$ cat config.mk
export PLATFORM = sky130hd
export DESIGN_NAME = digit_entry_buffer
export DESIGN_NICKNAME = d
export VERILOG_FILES = /design/src/rtl/doorlock_pkg.sv /design/src/rtl/digit_reg.sv /design/src/rtl/digit_entry_buffer.sv
export SDC_FILE = /design/constraint.sdc
export NUM_CORES = 1
export LEC_CHECK = 0
export CORE_MARGIN = 8
export CORE_UTILIZATION = 35
export CTS_BUF_LIST = sky130_fd_sc_hd__clkbuf_2
export CTS_CLUSTER_DIAMETER = 50
export DETAILED_ROUTE_END_ITERATION = 10
export PLACE_DENSITY_LB_ADDON = 0.08
export SLEW_MARGIN = 0
export SYNTH_ARGS = -nofsm -noshare
export SYNTH_HDL_FRONTEND = slang
export SYNTH_SLANG_ARGS = --single-unit
$ cat constraint.sdc
create_clock -name clock -period 3.2 [get_ports clock]
set_input_delay 0.48 -clock clock [delete_from_list [all_inputs] [get_ports clock]]
set_output_delay 0.48 -clock clock [all_outputs]
set_load 0.005 [all_outputs]
$ cat src/rtl/doorlock_pkg.sv
// doorlock_pkg: shared door-lock datapath constants, keypad codes and entry-buffer types
package doorlock_pkg;
  localparam int DIGIT_W = 4;
  localparam int PW_LEN = 4;
  localparam logic [DIGIT_W-1:0] KEY_CLEAR = 4'hA;
  localparam logic [DIGIT_W-1:0] KEY_BACK = 4'hB;
  typedef enum logic [2:0] {CMD_NONE, CMD_CLEAR, CMD_REPLACE, CMD_BACK, CMD_PUSH, CMD_REJECT} cmd_e;
  typedef enum logic [2:0] {SEL_HOLD, SEL_SHL, SEL_SHR, SEL_DIN, SEL_ZERO} sel_e;
endpackage

$ cat src/rtl/digit_reg.sv
// digit_reg: one digit slot with load enable and synchronous reset
module digit_reg import doorlock_pkg::*; #(
  parameter int WIDTH = DIGIT_W
) (
  input  logic             clock,
  input  logic             reset,
  input  logic             ce_i,
  input  logic [WIDTH-1:0] d_i,
  output logic [WIDTH-1:0] q_o
);
  // reset wins over enable; otherwise load when enabled
  always_ff @(posedge clock) q_o <= reset ? '0 : ce_i ? d_i : q_o;
endmodule

$ cat src/rtl/digit_entry_buffer.sv
// digit_entry_buffer: keypad digit buffer with push, backspace, replace, clear and overflow tracking
module digit_entry_buffer import doorlock_pkg::*; #(
  parameter int WIDTH = DIGIT_W,
  parameter int DEPTH = PW_LEN,
  parameter bit SHIFT_ON_FULL = 1'b0,
  localparam int CW = $clog2(DEPTH + 1)
) (
  input  logic                   clock,
  input  logic                   reset,
  input  logic                   Ce,
  input  logic [WIDTH-1:0]       Din,
  input  logic                   push,
  input  logic                   back,
  input  logic                   clear,
  output logic [WIDTH*DEPTH-1:0] Dout,
  output logic [CW-1:0]          count,
  output logic                   full,
  output logic                   empty,
  output logic                   overflow
);
  logic [CW-1:0] count_q, count_d;
  logic overflow_q, overflow_d;
  logic [WIDTH*DEPTH-1:0] shl, shr;
  cmd_e cmd;
  assign full = count_q == CW'(DEPTH);
  assign empty = count_q == '0;
  assign count = count_q;
  assign overflow = overflow_q;
  assign shl = Dout << WIDTH;
  assign shr = Dout >> WIDTH;
  // priority decode; replace on an empty buffer degrades to a push, back on empty is a no-op
  always_comb begin
    cmd = !Ce ? CMD_NONE
        : clear ? CMD_CLEAR
        : (push && back && !empty) ? CMD_REPLACE
        : (back && !push) ? (empty ? CMD_NONE : CMD_BACK)
        : push ? ((full && !SHIFT_ON_FULL) ? CMD_REJECT : CMD_PUSH)
        : CMD_NONE;
  end
  // fill count and sticky overflow; a push while full either rejects or drops the oldest digit
  always_comb begin
    count_d = cmd == CMD_CLEAR ? '0
            : cmd == CMD_BACK ? count_q - CW'(1)
            : (cmd == CMD_PUSH && !full) ? count_q + CW'(1)
            : count_q;
    overflow_d = cmd == CMD_CLEAR ? 1'b0
               : overflow_q || cmd == CMD_REJECT || (cmd == CMD_PUSH && full);
  end
  // registered count and overflow
  always_ff @(posedge clock) begin
    if (reset) begin
      count_q <= '0;
      overflow_q <= 1'b0;
    end else begin
      count_q <= count_d;
      overflow_q <= overflow_d;
    end
  end
  for (genvar i = 0; i < DEPTH; i++) begin : g_slot
    sel_e sel;
    logic [WIDTH-1:0] d;
    // per-slot source select: slot 0 takes Din on push/replace, others shift with the buffer
    always_comb begin
      sel = cmd == CMD_CLEAR ? SEL_ZERO
          : cmd == CMD_BACK ? SEL_SHR
          : ((cmd == CMD_PUSH || cmd == CMD_REPLACE) && i == 0) ? SEL_DIN
          : cmd == CMD_PUSH ? SEL_SHL
          : SEL_HOLD;
      d = sel == SEL_ZERO ? '0
        : sel == SEL_DIN ? Din
        : sel == SEL_SHL ? shl[i*WIDTH +: WIDTH]
        : sel == SEL_SHR ? shr[i*WIDTH +: WIDTH]
        : Dout[i*WIDTH +: WIDTH];
    end
    digit_reg #(.WIDTH(WIDTH)) u_reg (
      .clock(clock),
      .reset(reset),
      .ce_i(sel != SEL_HOLD),
      .d_i(d),
      .q_o(Dout[i*WIDTH +: WIDTH])
    );
  end
endmodule

=== Word level (Yosys, flattened, before mapping) ===
Index checks and enable logic that the tools add are counted.

* Output and inout bits: 22
* Register bits after elaboration: 20

* Mux-type cells: 31
* Add/sub/neg operators: 2
* Reduce and logical (&&, ||, !) cells: 20
* Eq/ne operators: 14

{| class="wikitable"
|+ Operators with widths
! operator !! count
|-
| two-way mux 4 bit || 16
|-
| two-way mux 3 bit || 11
|-
| equality test 3 x 2 -> 1 bit, second input constant || 6
|-
| equality test 3 bit, second input constant || 5
|-
| equality test 3 x 1 -> 1 bit, second input constant || 3
|-
| nonzero test 4 bit || 2
|-
| nonzero test 3 bit || 2
|-
| logical AND 1 bit || 5
|-
| two-way mux 2 bit || 2
|-
| AND reduction 2 bit || 2
|-
| adder 3 x 1 -> 3 bit, second input constant || 1
|-
| zero test 1 bit || 3
|-
| zero test 3 bit || 1
|-
| logical OR 1 bit || 3
|-
| subtractor 3 x 1 -> 3 bit, second input constant || 1
|-
| two-way mux 1 bit || 2
|-
| nonzero test 2 bit || 1
|-
| OR reduction 2 bit || 1
|}

=== Longest topological paths before layout ===
Gate-level depths: netlist (run 1).

* Depth in word-level cells: 17
* Depth in mapped cells: 9

=== Hierarchy ===
From an unflattened synthesis (run 1), not the netlist that was laid out.

* Cell total of the unflattened synthesis: 149
* Area, all modules: 1277.5 sq um

{| class="wikitable"
|+ Modules (own cells, without submodules)
! module !! area an instance (sq um) !! instances !! cells each !! sequential area each (sq um)
|-
| digit_entry_buffer || 716.9 || 1 || 97 || 80.1
|-
| digit_reg || 140.1 || 4 || 13 || 80.1
|}

=== Worst setup path after synthesis (run 1) ===
OpenSTA, ideal clock, no wires.

* Path kind: input -> register
* Start: input port back
* End: register count_q[2] (netlist: count[2])
* Buffers on the path: 3
* Library setup time: 95 ps
* Data required time: 3105 ps
* Path slack: 1019 ps
* Data arrival time: 2085 ps
* Stages on the path: 8
* Cells stage by stage: buf_2 > nor4bb_1 > buf_2 > buf_2 > nand2_1 > fa_1 > nand4b_1 > a221oi_1

* Word-level cells in the longest chain between the ends: 8
* Elaborated cells between the ends (all ways): 14

{| class="wikitable"
|+ Ends and longest elaborated chain
! item !! RTL line !! text
|-
| start, declared || digit_entry_buffer.sv:13 || <nowiki>input logic back,</nowiki>
|-
| logical AND 1 bit (on tied branches) || digit_entry_buffer.sv:36, digit_entry_buffer.sv:35 ||
|-
| two-way mux 3 bit / logical AND 1 bit (equally long branches) || digit_entry_buffer.sv:36, digit_entry_buffer.sv:35 ||
|-
| two-way mux 3 bit * || digit_entry_buffer.sv:35 || <nowiki>: (push && back && !empty) ? CMD_REPLACE</nowiki>
|-
| two-way mux 3 bit * || digit_entry_buffer.sv:34 || <nowiki>: clear ? CMD_CLEAR</nowiki>
|-
| two-way mux 3 bit * || digit_entry_buffer.sv:33 || <nowiki>cmd = !Ce ? CMD_NONE</nowiki>
|-
| equality test 3 bit || digit_entry_buffer.sv:44 || <nowiki>: (cmd == CMD_PUSH && !full) ? count_q + CW'(1)</nowiki>
|-
| logical AND 1 bit || digit_entry_buffer.sv:44 ||
|-
| nonzero test 2 bit (no line) || n/a ||
|-
| end signal, assigned || digit_entry_buffer.sv:55 || <nowiki>count_q <= count_d;</nowiki>
|-
| end, declared || digit_entry_buffer.sv:21 || <nowiki>logic [CW-1:0] count_q, count_d;</nowiki>
|}

Every way passes the cells marked *; elsewhere a longest branch is shown, timed or not.
A chain may end at the register's enable or synchronous reset.

=== Worst setup path after layout (run 1) ===
* Start: register count_q[2] (netlist: count[2])
* End: output port full

* Word-level cells in the longest chain between the ends: 1

{| class="wikitable"
|+ Ends and longest elaborated chain
! item !! RTL line !! text
|-
| equality test 3 bit || digit_entry_buffer.sv:25 || <nowiki>assign full = count_q == CW'(DEPTH);</nowiki>
|-
| end, declared || digit_entry_buffer.sv:17 || <nowiki>output logic full,</nowiki>
|}

No other way between the ends.

==> qor.csv, run 1 <==
metric,value,unit
rr_endpoint,count[2],
num-nets-final,167,
crit_chain,"or3b_1, inv_1, clkdlybuf4s50_1",
outcome,finished clean,
finalCritPeriodShare,0.793,
grt_pass1_wl,5290,microns
cp.depth,3,
postRouteWirelength,3160,microns
synthTopCellsByArea,"dfxtp_1 (35%), nand4b_1 (10%), nand2_1 (5.0%), o211ai_1 (4.6%), nand4_1 (3.9%)",
vdd_drop_max,0.000206,V
htreeDepth,1,
postSynthAreaPerCell,8.80,sq um
start_util,0.369,
clock-sinks,20,
crit_fanout,14,
holdBufCountCts,0,
route.detailed.drc,0,
grt_max_degree,18,
p_leak,0.490,nW
synth.ff_latch_count,20,
wl_per_cell,15.9,microns
powerDensity,287,nW/um^2
cap_violations,0,
setup_viol,0,
hold_class,reg -> reg,
drtPass1Iterations,4,
clkLatencyLatePin,0.31,ns
finClkSkew,0.00851,ns
slowest_delay,0.61,ns
end_kind,output pin,
track_usage,0.122,
cpLargestDelayFamily,simple AND/OR/NAND/NOR gates,
synthesis.nets,140,
yosysSeqAreaShare,0.353,
insertedDiodeCount,0,
coreArea,3080,sq um
boundaryPins,32,
vias,1092,
final_util,0.481,
synth-warning-count,0,
place_congestion,0.722,
synth_top_area_share,0.353,
dieArea,5320,sq um
finalMaxSlewViolations,0,
reg2reg_slack,0.99,ns
grt_overflow,0,
worstPathRequired,2.72,ns
root_buffer,clkbuf_2,
slew_headroom,0.595,
viasPerCell,5.49,
min_period,2.54,ns
rsz0062_at_grt,no,
place_area,1460,sq um
r2r-start,count[0],
worstHoldPathCells,2,
antenna_found_initial,0,
worstHoldStart,g_slot[3].u_reg.q_o[1],
die_w,72.9,microns
clkTransAtPathRegs,0.19,ns
tns,0,ns
cts_tree,built,
clockBufferDepth,2,
syn_to_final_growth,30.5,%
synthCells,129,
holdPathEnd,g_slot[3].u_reg.q_o[1],
clock.fmax,394,MHz
post_cts_buffers,0,
slowest_stage,or3b_1,
port_buffers,31,
arrival,2.06,ns
syn_area,1130,sq um
dp_hpwl,2180,microns
synth.distinct_cells,38,
crit_type,reg -> out,
die_h,72.9,microns
startpoint_type,flip-flop,
tightest_slew,0.608,ns
ff2ff_path_depth,5,
rows,20,
grt_pass1_vias,1027,
numCtsBuffers,3,
crit_buf_inv,2,
cts_resized,0,
drive_gt1_frac,0.0581,
dr.first_iter.drc_count,64,
design_area,1480,sq um
synth_area_leader_cell,dfxtp_1,
ant_nets,0,
hold_viol_final,0,
worst max-delay path by stage:
stage	start	to	slack, ns
2_1_floorplan	back	count[2]	1.02
3_3_place_gp	back	count[2]	0.73
3_5_place_dp	back	count[2]	0.60
4_1_cts	count[2]	full	0.64
5_1_grt	count[2]	empty	0.49
6_report	count[2]	full	0.66
routing by layer:
metal | vias to the layer above | part of all wire | track usage
met5 | - | 0 | 0
met3 | 2 | 0.087 | 0.0522
met4 | 0 | 0.0022 | 0.0200
met1 | 512 | 0.50 | 0.167
li1 | 545 | - | -
met2 | 33 | 0.41 | 0.174
tightest hold or removal path, stage by stage, from the launching register on:
cell and delay (ns):
dfxtp_1 0.36, nand2_1 0.05, o2bb2ai_1 0.06
cells in the mapped netlist:
library cell  instances
a211oi_1              1
a21boi_0              1
a21o_1                1
a21oi_1               2
a221oi_1              1
a31oi_1               1
a32oi_1               1
and3_1                3
and3b_1               2
and4bb_2              1
buf_2                 8
buf_6                 2
clkbuf_1              3
dfxtp_1              20
fa_1                  1
inv_1                 8
mux2i_1               3
nand2_1              15
nand2b_1              1
nand3_1               4
nand3b_1              1
nand4_1               7
nand4b_1             13
nor2_1                1
nor3b_1               1
nor4bb_1              1
o211a_1               1
o211ai_1              7
o21a_1                1
o21ai_0               3
o2bb2ai_1             4
o311a_1               1
o311ai_0              4
o31ai_1               1
or3_1                 1
or3b_1                1
or4b_1                1
xnor2_1               1
sequential cells by signal (all words and copies together), names as in the netlist:
register          flops
g_slot.u_reg.q_o     16
overflow              1
count                 3
cells in the final DEF (no fill, tap or decap), types with 3 or more instances in the layout:
cell / count
clkdlybuf4s50_1: 31
dfxtp_1: 20
nand2_1: 15
nand4b_1: 13
inv_1: 8
nand4_1: 7
o211ai_1: 7
o2bb2ai_1: 4
nand3_1: 4
o311ai_0: 4
buf_4: 4
o21ai_0: 3
and3_1: 3
mux2i_1: 3
clkbuf_2: 3
logic make-up (layout without fill, tap and decap cells):
group / count (synthesis) / after routing / synth area share
xor gates and xnor gates: 1 / 1 / 0.00772
AOI/OAI and AO/OA: 30 / 30 / 0.202
DFF: 20 / 20 / 0.353
muxes: 3 / 3 / 0.0265
buffers and inverters: 21 / 47 / 0.0915
and+or+nand+nor: 53 / 53 / 0.302
adders and majority gates: 1 / 1 / 0.0176
through the flow:
| step | std cells | setup slack, ns | hold WS [ns] | total power [mW] |
|---|---|---|---|---|
| after floorplan | 129 | 1.02 | 0.464 | 0.296 |
| after global placement | 195 | 0.727 | 0.454 | 0.324 |
| after detailed placement | 195 | 0.600 | 0.455 | 0.324 |
| after CTS | 199 | 0.640 | 0.487 | 0.431 |
| after global routing | 199 | 0.492 | 0.501 | 0.448 |
| final | 199 | 0.661 | 0.481 | 0.425 |
final cells by class:
cell class              instances  area [sq um]
flip-flops and latches         20           400
inverters                       8          30.0
clock inverters                 1          3.75
multi-input cells              88           637
clock buffers                   3          15.0
fillers                       316          1600
repair buffers                 35           340
well taps                      44          55.1
report_power, final:
group	internal [mW]	total [mW]	switching, mW
combinational	0.0306	0.0639	0.0332
clock	0.0272	0.105	0.0780
sequential	0.252	0.256	0.00355
No activity file was read; power rests on OpenSTA's default activity.
==> run 2: changes to the inputs <==
clock period = 2.4 ns   (was 3.2 ns; I/O delays follow)
==> run 2 against run 1 <==
  * Die area stayed put
  * Clock power up 38%
  * Critical path type unchanged
  * Sequential power up 33%
  * Combinational power increased by 43%
  * Setup slack got worse by 0.48 ns
  * Critical path depth unchanged
  * Largest power group unchanged
  * Worst hold slack better by 0.010 ns
==> qor.csv, run 2 (synthesized netlist as in run 1, its figures left out) <==
metric,value,unit,change
slew_headroom,0.681,,+0.0857
port_buffers,31,,unchanged
fillCellCount,321,,+1.6%
grtUsageMet3,0.0467,,-0.00549
grt_max_degree,18,,unchanged
clkTransAtPathRegs,0.21,ns,+0.02 ns
multiInputGateArea,637,sq um,unchanged
vias,1102,,+0.92%
final_cell_mix,"clkdlybuf4s50_1 (31), dfxtp_1 (20), nand2_1 (15)",,
place_congestion,0.787,,+9.1%
drtPass1Iterations,4,,unchanged
p_leak,0.519,nW,+6.0%
root_buffer,clkbuf_2,,
final_cells,205,,+3.0%
tightest_slew,0.474,ns,-0.134 ns
grt_overflow,0,,unchanged
powerDensity,378,nW/um^2,+32%
final_common_cell,clkdlybuf4s50_1,,
largest_reg_flops,16,,unchanged
rsz0062_at_grt,no,,
grt_pass1_wl,5350,microns,+1.3%
finalCritPeriodShare,0.925,,
boundaryPins,32,,unchanged
holdBufCountCts,0,,unchanged
clock-sinks,20,,unchanged
die_h,72.9,microns,unchanged
dp_hpwl,2360,microns,+8.0%
globalRouteMet1Util,0.170,,+0.00304
insertedDiodeCount,0,,unchanged
min_period,2.22,ns,
numCtsBuffers,3,,unchanged
antenna_found_initial,0,,unchanged
route.detailed.drc,0,,unchanged
dieArea,5320,sq um,unchanged
drive_gt1_frac,0.0932,,+0.0351
num-nets-final,173,,+3.6%
vdd_drop_max,0.000359,V,+75%
dp.cells,201,,+3.1%
arrival,1.86,ns,-0.20 ns
cts_resized,0,,unchanged
setup_viol,0,,unchanged
end_kind,output pin,,
top_register,g_slot.u_reg.q_o,,
startpoint_type,flip-flop,,
clkLatencyLatePin,0.32,ns,about the same
regArea,400,sq um,unchanged
ant_nets,0,,unchanged
finClkSkew,0.00996,ns,+0.00145 ns
grt_pass1_vias,1080,,+5.2%
outcome,finished clean,,
post_cts_buffers,0,,unchanged
tns,0,ns,unchanged
postRouteWirelength,3240,microns,+2.6%
finalMaxSlewViolations,0,,unchanged
coreArea,3080,sq um,unchanged
die_w,72.9,microns,unchanged
track_usage,0.125,,+0.00279
clock.fmax,451,MHz,
worstPathRequired,2.04,ns,-0.68 ns
clockBufferDepth,2,,unchanged
wl_per_cell,15.8,microns,-0.41%
globalRoute.busiestLayer,met2,,
crit_fanout,8,,-6
p_total,0.578,mW,+36%
start_util,0.369,,unchanged
cts_tree,built,,
dr.first_iter.drc_count,66,,+3.1%
syn_to_final_growth,34.5,%,
crit_type,reg -> out,,
rows,20,,unchanged
viasPerCell,5.38,,-2.0%
hold_class,reg -> reg,,
cap_violations,0,,unchanged
htreeDepth,1,,unchanged
hold_viol_final,0,,unchanged
use_met2,0.183,,+0.00895
run 2: cell types whose count changed in the layout (fill, tap and decap cells not counted), sizes merged:
cell	delta
buf	+6
run 2: critical path: stages, from the launching register on:
cell and delay, ns:
dfxtp_1 0.44, or3_1 0.50, inv_1 0.09, clkdlybuf4s50_1 0.50
run 2: final cells by class:
cell class                      count  area share
Clock buffer                        3     0.00984
Sequential cell                    20       0.262
Clock inverter                      1     0.00246
Tap cell                           44      0.0361
Timing Repair Buffer               41       0.252
Inverter                            8      0.0197
Multi-Input combinational cell     88       0.417
run 2: where the power goes:
part	internal, mW	switching (mW)	total (mW)
Sequential	0.337	0.00479	0.341
Clock	0.0363	0.109	0.145
Combinational	0.0455	0.0457	0.0912
Total	0.418	0.159	0.578
run 2: final timing paths:
| check | from | endpoint | slack, ns | cells past startpoint |
|---|---|---|---|---|
| max reg2reg | count[2] | count[2] | 0.55 | 5 |
| min | g_slot[3].u_reg.q_o[3] | g_slot[3].u_reg.q_o[3] | 0.49 | 2 |
| max | count[2] | empty | 0.18 | 3 |
| min reg2reg | g_slot[3].u_reg.q_o[3] | g_slot[3].u_reg.q_o[3] | 0.49 | 2 |
run 2: layer usage:
| metal | vias to the layer above | wire [microns] |
|---|---|---|
| met3 | 2 | 195 |
| met5 | - | 0 |
| li1 | 554 | - |
| met1 | 516 | 1730 |
| met4 | 0 | 14 |
| met2 | 30 | 1300 |
run 2: per-stage QoR:
stage	utilization	setup slack [ns]	area [sq um]	hold WS [ns]
3_3_place_gp	0.490	0.187	1510	0.453
6_report	0.496	0.181	1530	0.492
3_5_place_dp	0.490	0.118	1510	0.452
4_1_cts	0.496	0.181	1530	0.498
5_1_grt	0.496	0.0794	1530	0.524
2_1_floorplan	-	0.339	1130	0.464
